$ cat src/rtl/wash_billing_if.sv
// Bus between the coin/credit front end and its environment.
// Signal direction prefixes are from the billing block's point of view.
interface wash_billing_if;
  logic        i_coin_a;
  logic        i_coin_b;
  logic [1:0]  i_mode;
  logic        i_start;
  logic        i_stop;
  logic        i_wash_done;
  logic        o_on;
  logic [10:0] o_bal;
  logic        o_overdrawn;
  logic        o_halted;

  modport master (
    output i_coin_a, i_coin_b, i_mode, i_start, i_stop, i_wash_done,
    input  o_on, o_bal, o_overdrawn, o_halted
  );

  modport slave (
    input  i_coin_a, i_coin_b, i_mode, i_start, i_stop, i_wash_done,
    output o_on, o_bal, o_overdrawn, o_halted
  );
endinterface

$ cat src/rtl/wash_billing.sv
// Coin/credit front end for the washer: synchronises the buttons, keeps a
// signed balance with saturation at the display limit, charges the latched
// wash rate once per tick while running and drives the sequencer run enable.
module wash_billing #(
  parameter int CLK_HZ     = 100_000_000,
  parameter int COIN_A_VAL = 1,
  parameter int COIN_B_VAL = 10,
  parameter int RATE_0     = 1,
  parameter int RATE_1     = 2,
  parameter int RATE_2     = 3,
  parameter int BAL_MAX    = 999,
  parameter int CREDIT_MIN = -20
) (
  input  logic          clk,
  input  logic          rst,
  wash_billing_if.slave bus
);

  localparam int CW = (CLK_HZ > 1) ? $clog2(CLK_HZ) : 1;
  localparam logic [CW-1:0]      L_TICK_LAST  = CW'(CLK_HZ - 1);
  localparam logic signed [11:0] L_COIN_A     = 12'(COIN_A_VAL);
  localparam logic signed [11:0] L_COIN_B     = 12'(COIN_B_VAL);
  localparam logic signed [11:0] L_RATE_0     = 12'(RATE_0);
  localparam logic signed [11:0] L_RATE_1     = 12'(RATE_1);
  localparam logic signed [11:0] L_RATE_2     = 12'(RATE_2);
  localparam logic signed [11:0] L_BAL_MAX    = 12'(BAL_MAX);
  localparam logic signed [11:0] L_CREDIT_MIN = 12'(CREDIT_MIN);

  typedef enum logic [1:0] {
    S_IDLE = 2'd0,
    S_RUN  = 2'd1,
    S_HALT = 2'd2
  } state_t;

  state_t             r_state, w_state_next;
  logic [10:0]        r_bal, w_bal_next;
  logic signed [11:0] r_rate, w_rate_next;
  logic [CW-1:0]      r_cnt, w_cnt_next;
  logic               r_on, r_halted, r_overdrawn;

  // Button pipeline bit order: {stop, start, coin_b, coin_a}
  logic [3:0]         r_sync1, r_sync2, r_prev;
  logic [3:0]         w_raw, w_press;

  logic signed [11:0] w_bal_ext, w_coins, w_sum, w_charged, w_bal_pre, w_mode_rate;
  logic               w_tick;

  // Heavy rate covers both mode 2 and mode 3.
  function automatic logic signed [11:0] rate_of(input logic [1:0] m);
    logic signed [11:0] r;
    case (m)
      2'd0:    r = L_RATE_0;
      2'd1:    r = L_RATE_1;
      default: r = L_RATE_2;
    endcase
    return r;
  endfunction

  assign w_raw       = {bus.i_stop, bus.i_start, bus.i_coin_b, bus.i_coin_a};
  assign w_press     = r_sync2 & ~r_prev;
  assign w_bal_ext   = {r_bal[10], r_bal};
  assign w_coins     = (w_press[0] ? L_COIN_A : 12'sd0) + (w_press[1] ? L_COIN_B : 12'sd0);
  assign w_sum       = w_bal_ext + w_coins;
  assign w_charged   = w_sum - r_rate;
  assign w_mode_rate = rate_of(bus.i_mode);
  assign w_tick      = (r_state == S_RUN) && (r_cnt == L_TICK_LAST);

  // Two-flop synchroniser plus edge register for the raw button levels.
  always_ff @(posedge clk or posedge rst) begin
    if (rst) begin
      r_sync1 <= 4'b0000;
      r_sync2 <= 4'b0000;
      r_prev  <= 4'b0000;
    end else begin
      r_sync1 <= w_raw;
      r_sync2 <= r_sync1;
      r_prev  <= r_sync2;
    end
  end

  // Next state, next balance (coins always credited) and tick counter.
  always_comb begin
    w_state_next = r_state;
    w_rate_next  = r_rate;
    w_cnt_next   = r_cnt;
    w_bal_pre    = w_sum;
    case (r_state)
      S_IDLE: begin
        w_cnt_next = '0;
        if (w_press[2] && (w_bal_ext >= w_mode_rate)) begin
          w_state_next = S_RUN;
          w_rate_next  = w_mode_rate;
        end else begin
          w_state_next = S_IDLE;
        end
      end
      S_RUN: begin
        if (w_press[3]) begin
          // Abort wins over a charge falling on the same cycle.
          w_state_next = S_IDLE;
          w_cnt_next   = '0;
        end else if (bus.i_wash_done) begin
          w_state_next = S_IDLE;
          w_cnt_next   = '0;
        end else if (w_tick && (w_charged < L_CREDIT_MIN)) begin
          // Charging would break the overdraft floor: stop without charging.
          w_state_next = S_HALT;
        end else if (w_tick) begin
          w_bal_pre  = w_charged;
          w_cnt_next = '0;
        end else begin
          w_cnt_next = r_cnt + CW'(1);
        end
      end
      S_HALT: begin
        if (w_press[3]) begin
          w_state_next = S_IDLE;
          w_cnt_next   = '0;
        end else if (w_sum >= r_rate) begin
          w_state_next = S_RUN;
          w_cnt_next   = '0;
        end else begin
          w_state_next = S_HALT;
        end
      end
      default: begin
        w_state_next = S_IDLE;
        w_cnt_next   = '0;
      end
    endcase

    // Saturate at the display limit instead of wrapping.
    if (w_bal_pre > L_BAL_MAX) begin
      w_bal_next = L_BAL_MAX[10:0];
    end else begin
      w_bal_next = w_bal_pre[10:0];
    end
  end

  // State, balance and registered outputs.
  always_ff @(posedge clk or posedge rst) begin
    if (rst) begin
      r_state     <= S_IDLE;
      r_bal       <= 11'd0;
      r_rate      <= L_RATE_0;
      r_cnt       <= '0;
      r_on        <= 1'b0;
      r_halted    <= 1'b0;
      r_overdrawn <= 1'b0;
    end else begin
      r_state     <= w_state_next;
      r_bal       <= w_bal_next;
      r_rate      <= w_rate_next;
      r_cnt       <= w_cnt_next;
      r_on        <= (w_state_next == S_RUN);
      r_halted    <= (w_state_next == S_HALT);
      r_overdrawn <= w_bal_next[10];
    end
  end

  assign bus.o_on        = r_on;
  assign bus.o_bal       = r_bal;
  assign bus.o_overdrawn = r_overdrawn;
  assign bus.o_halted    = r_halted;

endmodule

$ cat src/flat_wrapper.sv
// flat-port wrapper written by rule: the top's interface ports become plain ports
module wash_billing_flat 
#(
  parameter int CLK_HZ     = 100_000_000,
  parameter int COIN_A_VAL = 1,
  parameter int COIN_B_VAL = 10,
  parameter int RATE_0     = 1,
  parameter int RATE_1     = 2,
  parameter int RATE_2     = 3,
  parameter int BAL_MAX    = 999,
  parameter int CREDIT_MIN = -20
)
  (clk, rst, bus_i_coin_a, bus_i_coin_b, bus_i_mode, bus_i_start, bus_i_stop, bus_i_wash_done, bus_o_on, bus_o_bal, bus_o_overdrawn, bus_o_halted);
  wash_billing_if bus_i ();
  input  logic clk;
  input  logic rst;
  input wire logic [$bits(bus_i.i_coin_a)-1:0] bus_i_coin_a;
  input wire logic [$bits(bus_i.i_coin_b)-1:0] bus_i_coin_b;
  input wire logic [$bits(bus_i.i_mode)-1:0] bus_i_mode;
  input wire logic [$bits(bus_i.i_start)-1:0] bus_i_start;
  input wire logic [$bits(bus_i.i_stop)-1:0] bus_i_stop;
  input wire logic [$bits(bus_i.i_wash_done)-1:0] bus_i_wash_done;
  output wire logic [$bits(bus_i.o_on)-1:0] bus_o_on;
  output wire logic [$bits(bus_i.o_bal)-1:0] bus_o_bal;
  output wire logic [$bits(bus_i.o_overdrawn)-1:0] bus_o_overdrawn;
  output wire logic [$bits(bus_i.o_halted)-1:0] bus_o_halted;
  assign bus_i.i_coin_a = bus_i_coin_a;
  assign bus_i.i_coin_b = bus_i_coin_b;
  assign bus_i.i_mode = bus_i_mode;
  assign bus_i.i_start = bus_i_start;
  assign bus_i.i_stop = bus_i_stop;
  assign bus_i.i_wash_done = bus_i_wash_done;
  assign bus_o_on = bus_i.o_on;
  assign bus_o_bal = bus_i.o_bal;
  assign bus_o_overdrawn = bus_i.o_overdrawn;
  assign bus_o_halted = bus_i.o_halted;
  wash_billing #(.CLK_HZ(CLK_HZ), .COIN_A_VAL(COIN_A_VAL), .COIN_B_VAL(COIN_B_VAL), .RATE_0(RATE_0), .RATE_1(RATE_1), .RATE_2(RATE_2), .BAL_MAX(BAL_MAX), .CREDIT_MIN(CREDIT_MIN)) u_core (.clk(clk), .rst(rst), .bus(bus_i));
endmodule
$ cat config.mk
export PLATFORM = sky130hd
export DESIGN_NAME = wash_billing_flat
export DESIGN_NICKNAME = d
export VERILOG_FILES = /design/src/rtl/wash_billing_if.sv /design/src/rtl/wash_billing.sv /design/src/flat_wrapper.sv
export SDC_FILE = /design/constraint.sdc
export NUM_CORES = 1
export LEC_CHECK = 0
export BUFFER_PORTS_ARGS = -buffer_cell sky130_fd_sc_hd__buf_4
export CAP_MARGIN = 20
export CELL_PAD_IN_SITES_DETAIL_PLACEMENT = 1
export CELL_PAD_IN_SITES_GLOBAL_PLACEMENT = 2
export CORE_AREA = 2 2 101 103
export DETAILED_ROUTE_END_ITERATION = 12
export DIE_AREA = 0 0 103 105
export HOLD_SLACK_MARGIN = 0.03
export PLACE_DENSITY_LB_ADDON = 0.3
export SETUP_SLACK_MARGIN = 0.1
export SLEW_MARGIN = 10
export SYNTH_ARGS = -nofsm -noshare
export SYNTH_HDL_FRONTEND = slang
export SYNTH_SLANG_ARGS = --single-unit
$ cat constraint.sdc
create_clock -name clk -period 4.7 [get_ports clk]
set_input_delay 0.235 -clock clk [delete_from_list [all_inputs] [get_ports clk]]
set_output_delay 0.235 -clock clk [all_outputs]
set_load 0.01 [all_outputs]
==> results.json, run 1 <==
{
  "dp_slack_ns": 0.696,
  "clkSinkCount": 56,
  "p_comb_share_pct": 46.1,
  "critical_path_arrival_ns": 4.27,
  "startpoint": "u_core.r_prev[1]$_DFF_PP0_",
  "p_int_w": 0.000972,
  "vdd_ir_drop_max_mv": 0.152,
  "yosys.area_share.simple_pct": 27.3,
  "final.period_utilization_pct": 86.2,
  "syn_inst": 422,
  "tightestPinTransition_ns": 0.730,
  "drt-total-wl_microns": 9840,
  "grt-ovfl-total": 0,
  "required_ns": 4.92,
  "p_clk_share_pct": 16.2,
  "synth-adder-area-share_pct": 2.96,
  "finalSetupViolCount": 0,
  "post_cts_buffers": 0,
  "crit_slowest_cell": "a221oi_2",
  "synthArstFlopShare_pct": 100,
  "dp_hpwl_microns": 7340,
  "die_w_microns": 103,
  "insertion_delay_ns": 0.33,
  "grt_max_degree": 57,
  "grt_pass1_vias": 3339,
  "ys.warnings.count": 0,
  "final_layout_size_suffix_gt1_share_pct": 12.2,
  "cts_tree": "yes",
  "synth_compound_area_share_pct": 20.3,
  "utilization_pct": 42.0,
  "die_h_microns": 105,
  "synth_top_cell_by_area": "dfrtp_1",
  "ys_types": 74,
  "muxShareOfSynthArea_pct": 1.86,
  "p_sw_w": 0.000745,
  "worstPathMaxFanout": 8,
  "ant_nets": 0,
  "cp-endpoint": "u_core.bus.o_bal[4]$_DFF_PP0_",
  "cts_buffers": 5,
  "synth-edff-count": 0,
  "dr.pass1.iters": 4,
  "dpl.cell_count": 564,
  "critPathBufInv": 0,
  "core_area_sq_mm": 0.00964,
  "cts_hold_buf": 4,
  "cts.htree.levels": 2,
  "grt_pass1_wl_microns": 17000,
  "seq_area_frac_synth_pct": 38.5,
  "synthFlopType": "dfrtp_1",
  "rr_startpoint": "u_core.r_prev[1]$_DFF_PP0_",
  "drv_cap": 0,
  "cts_resized": 0,
  "synth_area_leaders": "dfrtp_1 (38%), nand2_1 (5.4%), nor2_1 (5.3%), o21ai_0 (3.7%), xnor2_1 (3.4%)",
  "rr_endpoint": "u_core.bus.o_bal[4]$_DFF_PP0_",
  "slew_headroom_pct": 51.4,
  "max_freq_mhz": 247,
  "drc": 0,
  "routed_via_density": 5.65,
  "synth.top_cell.area_share_pct": 37.8,
  "netSwitchingFraction_pct": 43.4,
  "post-route-min-period_ns": 4.05,
  "final_max_slew_viol_count": 0,
  "hold_viol": 0,
  "cts_root_buf": "clkbuf_8",
  "syn_area_sq_mm": 0.00364,
  "status": "finished clean",
  "syn_nets": 439,
  "portBuffers": 22,
  "setup_ws_ns": 0.650,
  "cp_cell_sequence": "nand2b_1 > xnor2_1 > ha_1 > and2_1 > a221oi_2 > nor4_4 > nand2b_2 > a211o_1 > mux2_4 > o32ai_4 > nor4b_4 > xnor2_1 > a211o_1 > and3_1",
  "tns_ns": 0,
  "io_pins": 23,
  "groute.usage.overall_pct": 19.7,
  "gp_congestion": 0.824,
  "worstSetupEndpointType": "flop",
  "path_clk_slew_ns": 0.11,
  "powerDensity_mw_per_mm2": 424,
  "hold_class": "input pin to async pin",
  "antenna_found_initial": 0,
  "critPathKind": "flop to flop",
  "rows": 36,
  "wire_per_inst_microns": 17.1,
  "synth_top_family_by_area": "simple AND/OR/NAND/NOR gates",
  "syn2layout_area_growth_pct": 11.2,
  "crit_family": "compound AO/OA/AOI/OAI gates",
  "finalNonFillerCells": 576,
  "antennaDiodeCount": 0,
  "worst_setup_path_start_kind": "flop",
  "start_util_pct": 37.8,
  "power_leakage_nw": 1.70,
  "finalPower_w": 0.00172,
  "seqPwrFrac_pct": 37.7,
  "synth_xor_xnor_area_share_pct": 5.50,
  "num_vias": 3253,
  "ys_ff_latch": 56,
  "cp_num_cells": 14,
  "die_area_sq_mm": 0.0108,
  "rsz0062_at_grt": "false",
  "worst-r2r-setup-slack_ns": 0.65,
  "worst_r2r_path_depth": 14,
  "syn_avg_cell_area_sq_um": 8.62,
  "clock_path_buffers": 2,
  "skew_ns": 0.00989,
  "drt_iter0_drc": 81,
  "max_stage_delay_ns": 0.56,
  "final_net_count": 459
}
[worst min path at each step]
stage | to | depth (start not counted) | slack, ns | startpoint
floorplan | u_core.r_sync1[0]$_DFF_PP0_ | 0 | 0.27 | bus_i_coin_a
global placement | u_core.r_sync2[2]$_DFF_PP0_ | 0 | 0.33 | u_core.r_sync1[2]$_DFF_PP0_
detailed placement | u_core.r_sync2[0]$_DFF_PP0_ | 0 | 0.34 | u_core.r_sync1[0]$_DFF_PP0_
CTS | u_core.r_cnt[3]$_DFFE_PP0P_ | 3 | 0.13 | rst
global route | u_core.r_cnt[0]$_DFFE_PP0P_ | 3 | 0.16 | rst
finish | u_core.r_cnt[3]$_DFFE_PP0P_ | 3 | 0.09 | rst
[registers in the layout, indices dropped and copies added, names as in the netlist]
register / count
u_core.bus.o_on: 1
u_core.bus.o_bal: 11
u_core.bus.o_halted: 1
u_core.r_sync2: 4
u_core.r_state: 2
u_core.r_prev: 4
u_core.r_rate: 2
u_core.r_cnt: 27
u_core.r_sync1: 4
[final cells by class]
type	instances	area [sq um]
clock buffer	6	72.6
clock inverter	2	16.3
fill	1210	5590
inverter	12	45.0
multi-input combinational	337	2110
sequential	56	1400
tap	133	166
timing repair buffer	30	235
[routing by layer]
layer	vias up	GRT usage (%)	wire [microns]
met1	1656	25.9	4490
met4	0	5.08	133
met5	-	0	0
met3	10	2.14	138
met2	18	34.0	5080
li1	1569	-	-
[synth_stat cells (4+ instances only)]
master	number
o211ai_1	4
nand4_1	8
clkbuf_1	8
dfrtp_1	55
nor2_1	51
inv_1	12
o21ai_0	27
xnor2_1	14
a21o_1	4
nand2_1	52
or3_1	6
a211o_1	4
and2_1	4
xor2_1	7
ha_1	7
nand2b_1	4
and3_1	11
buf_2	4
nor4_1	7
nor3_1	15
a211oi_1	4
a21oi_1	13
a31oi_1	15
nand3_1	21
[power groups by stage]
| stage | clock network, W | logic, W | registers [W] |
|---|---|---|---|
| CTS | 0.000291 | 0.000795 | 0.000647 |
| detailed placement | 0 | 0.000787 | 0.000657 |
| global placement | 0 | 0.000779 | 0.000653 |
| finish | 0.000279 | 0.000792 | 0.000647 |
| global route | 0.000306 | 0.000880 | 0.000662 |
| floorplan | 0 | 0.000624 | 0.000597 |
[logic make-up (layout without fill, tap and decap cells)]
family | after synthesis | after routing
multiplexers | 6 | 6
adder cells (fa/ha/maj) | 8 | 8
buffers and inverters | 29 | 50
AO/OA/AOI/OAI | 104 | 104
AND/OR/NAND/NOR | 197 | 197
flip-flops | 56 | 56
XOR/XNOR | 22 | 22
[layout by cell type (no fill, tap or decap), drive strengths merged, types with 13 or more instances in the layout]
cell	count
o21ai	30
a21oi	13
a31oi	15
nand3	21
xnor2	14
nor2	51
buf	26
dfrtp	55
nand2	52
nor3	16
[metrics by stage]
stage / hold WS, ns / instance area, sq um
finish: 0.0860 / 4050
detailed placement: 0.337 / 3920
global route: 0.159 / 4050
floorplan: 0.266 / 3640
CTS: 0.131 / 4050
global placement: 0.333 / 3920
[worst register-to-register path, delay by kind of cell, from the launching register on]
family	cells	cell delay, ns
AO/OA/AOI/OAI	4	1.47
multiplexers	1	0.35
adder cells (fa/ha/maj)	1	0.25
XOR/XNOR	2	0.29
flip-flops	1	0.43
AND/OR/NAND/NOR	6	1.18
Note: power is estimated with default switching activity, not from simulation.
==> run 2, diff against run 1 <==
--- a/config.mk
+++ b/config.mk
@@ -13,9 +13,8 @@
 export DETAILED_ROUTE_END_ITERATION = 12
 export DIE_AREA = 0 0 103 105
 export HOLD_SLACK_MARGIN = 0.03
-export PLACE_DENSITY_LB_ADDON = 0.3
+export PLACE_DENSITY = 0.8
 export SETUP_SLACK_MARGIN = 0.1
-export SLEW_MARGIN = 10
 export SYNTH_ARGS = -nofsm -noshare
 export SYNTH_HDL_FRONTEND = slang
 export SYNTH_SLANG_ARGS = --single-unit
==> run 2 against run 1 <==
Against the previous run:
- die area unchanged
- critical path type unchanged
- largest cell class unchanged
- power increased by 0.59%
- clock skew decreased by 0.0030 ns
- non-clock buffer count unchanged
==> results.json, run 2 (synthesized netlist as in run 1, its figures left out) <==
{
  "rsz0062_at_grt": "false",
  "antennaDiodeCount": 0,
  "grt-ovfl-total": 0,
  "dp_hpwl_microns": 7320,
  "final_net_count": 459,
  "critPathBufInv": 0,
  "dpl.cell_count": 564,
  "final_layout_size_suffix_gt1_share_pct": 12.4,
  "post_cts_buffers": 0,
  "powerDensity_mw_per_mm2": 427,
  "clkSinkCount": 56,
  "grt_pass1_vias": 3277,
  "worst_setup_path_start_kind": "flop",
  "core_area_sq_mm": 0.00964,
  "grt_max_degree": 57,
  "max_freq_mhz": 245,
  "largest-register": "u_core.r_cnt",
  "cp_num_cells": 14,
  "drt-total-wl_microns": 9990,
  "portBuffers": 22,
  "vdd_ir_drop_max_mv": 0.125,
  "hold_ws_ns": 0.103,
  "hold_class": "input pin to async pin",
  "gp_congestion": 0.847,
  "rr_startpoint": "u_core.r_prev[1]$_DFF_PP0_",
  "crit_slowest_cell": "a221oi_2",
  "groute.usage.overall_pct": 19.3,
  "critPathKind": "flop to flop",
  "drv_cap": 0,
  "power_leakage_nw": 1.70,
  "dr.pass1.iters": 4,
  "crit_family": "compound AO/OA/AOI/OAI gates",
  "cts.htree.levels": 2,
  "tightestPinTransition_ns": 0.747,
  "final_common_cell": "dfrtp_1",
  "cts_root_buf": "clkbuf_8",
  "final.period_utilization_pct": 86.8,
  "die_h_microns": 105,
  "wire_per_inst_microns": 17.3,
  "drc": 0,
  "post-route-min-period_ns": 4.08,
  "routed_via_density": 5.63,
  "worst-r2r-setup-slack_ns": 0.62,
  "num_vias": 3240,
  "hold_viol": 0,
  "skew_ns": 0.00688,
  "cp-endpoint": "u_core.bus.o_bal[4]$_DFF_PP0_",
  "cts_buffers": 5,
  "tns_ns": 0,
  "ant_nets": 0,
  "fillCellCount": 1190,
  "io_pins": 23,
  "start_util_pct": 37.8,
  "cp_cell_sequence": "nand2b_1 > xnor2_1 > ha_1 > and2_1 > a221oi_2 > nor4_4 > nand2b_2 > a211o_1 > mux2_4 > o32ai_4 > nor4b_4 > xnor2_1 > a211o_1 > and3_1",
  "clock_path_buffers": 2,
  "largest_reg_flops": 27,
  "layout_common_cells": "dfrtp_1 (55), nand2_1 (52), nor2_1 (51)",
  "status": "finished clean",
  "slew_headroom_pct": 50.2,
  "rows": 36,
  "finalSetupViolCount": 0,
  "insertion_delay_ns": 0.32,
  "critical_path_arrival_ns": 4.30,
  "grt_pass1_wl_microns": 16600,
  "max_stage_delay_ns": 0.57,
  "startpoint": "u_core.r_prev[1]$_DFF_PP0_",
  "final_max_slew_viol_count": 0,
  "finalNonFillerCells": 576,
  "die_w_microns": 103,
  "drt_iter0_drc": 101,
  "required_ns": 4.92,
  "worstPathMaxFanout": 8,
  "path_clk_slew_ns": 0.11,
  "worstSetupEndpointType": "flop",
  "cts_tree": "yes",
  "syn2layout_area_growth_pct": 11.2,
  "antenna_found_initial": 0,
  "die_area_sq_mm": 0.0108,
  "worst_r2r_path_depth": 14,
  "rr_endpoint": "u_core.bus.o_bal[4]$_DFF_PP0_"
}
run 2: per-stage QoR:
| stage | total power (W) | cell area (sq um) | utilization (%) | setup WS, ns |
|---|---|---|---|---|
| detailed placement | 0.00144 | 3920 | 40.6 | 0.688 |
| global placement | 0.00143 | 3920 | 40.6 | 0.813 |
| CTS | 0.00174 | 4050 | 42.0 | 0.639 |
| floorplan | 0.00122 | 3640 | - | 1.07 |
| finish | 0.00173 | 4050 | 42.0 | 0.620 |
| global route | 0.00185 | 4050 | 42.0 | 0.378 |
run 2: metal layers:
layer / vias to the layer above / routed length, microns / global-route usage, %
met5: - / 0 / 0
met4: 0 / 140 / 4.79
met3: 14 / 195 / 2.61
met2: 32 / 5040 / 33.4
met1: 1629 / 4620 / 25.2
li1: 1565 / - / -
run 2: layout make-up:
type / instances / area (sq um) / share of cell area, %
clock buffer: 5 / 68.8 / 1.70
clock inverter: 3 / 21.3 / 0.526
inverter: 12 / 45.0 / 1.11
timing repair buffer: 30 / 235 / 5.81
multi-input combinational: 337 / 2110 / 52.1
tap: 133 / 166 / 4.11
sequential: 56 / 1400 / 34.7
run 2: repair_timing:
| item | CTS | global route |
|---|---|---|
| hold buffers | 4 | 0 |
| gates resized for setup | 0 | 0 |
| setup endpoints to repair | 0 | 0 |
| endpoints found under the hold margin | 4 | 0 |
run 2: worst min path at each step:
stage	start	end	slack, ns	depth (start not counted)
2_1_floorplan	bus_i_coin_a	u_core.r_sync1[0]$_DFF_PP0_	0.27	0
3_3_place_gp	u_core.r_sync1[2]$_DFF_PP0_	u_core.r_sync2[2]$_DFF_PP0_	0.33	0
4_1_cts	rst	u_core.r_state[0]$_DFF_PP0_	0.14	3
5_1_grt	rst	u_core.r_cnt[11]$_DFFE_PP0P_	0.16	3
3_5_place_dp	u_core.r_sync1[0]$_DFF_PP0_	u_core.r_sync2[0]$_DFF_PP0_	0.34	0
6_report	rst	u_core.r_cnt[0]$_DFFE_PP0P_	0.10	3
run 2: where the power goes:
group | internal (W) | switching (W)
combinational | 0.000331 | 0.000465
sequential | 0.000534 | 0.000112
clock | 0.000107 | 0.000178
run 2: worst reg2reg max path, cell delays in order (launching register included):
cell and delay (ns):
dfrtp_1 0.44, nand2b_1 0.22, xnor2_1 0.16, ha_1 0.25, and2_1 0.19, a221oi_2 0.57
nor4_4 0.14, nand2b_2 0.15, a211o_1 0.25, mux2_4 0.35, o32ai_4 0.30, nor4b_4 0.27
xnor2_1 0.12, a211o_1 0.36, and3_1 0.21
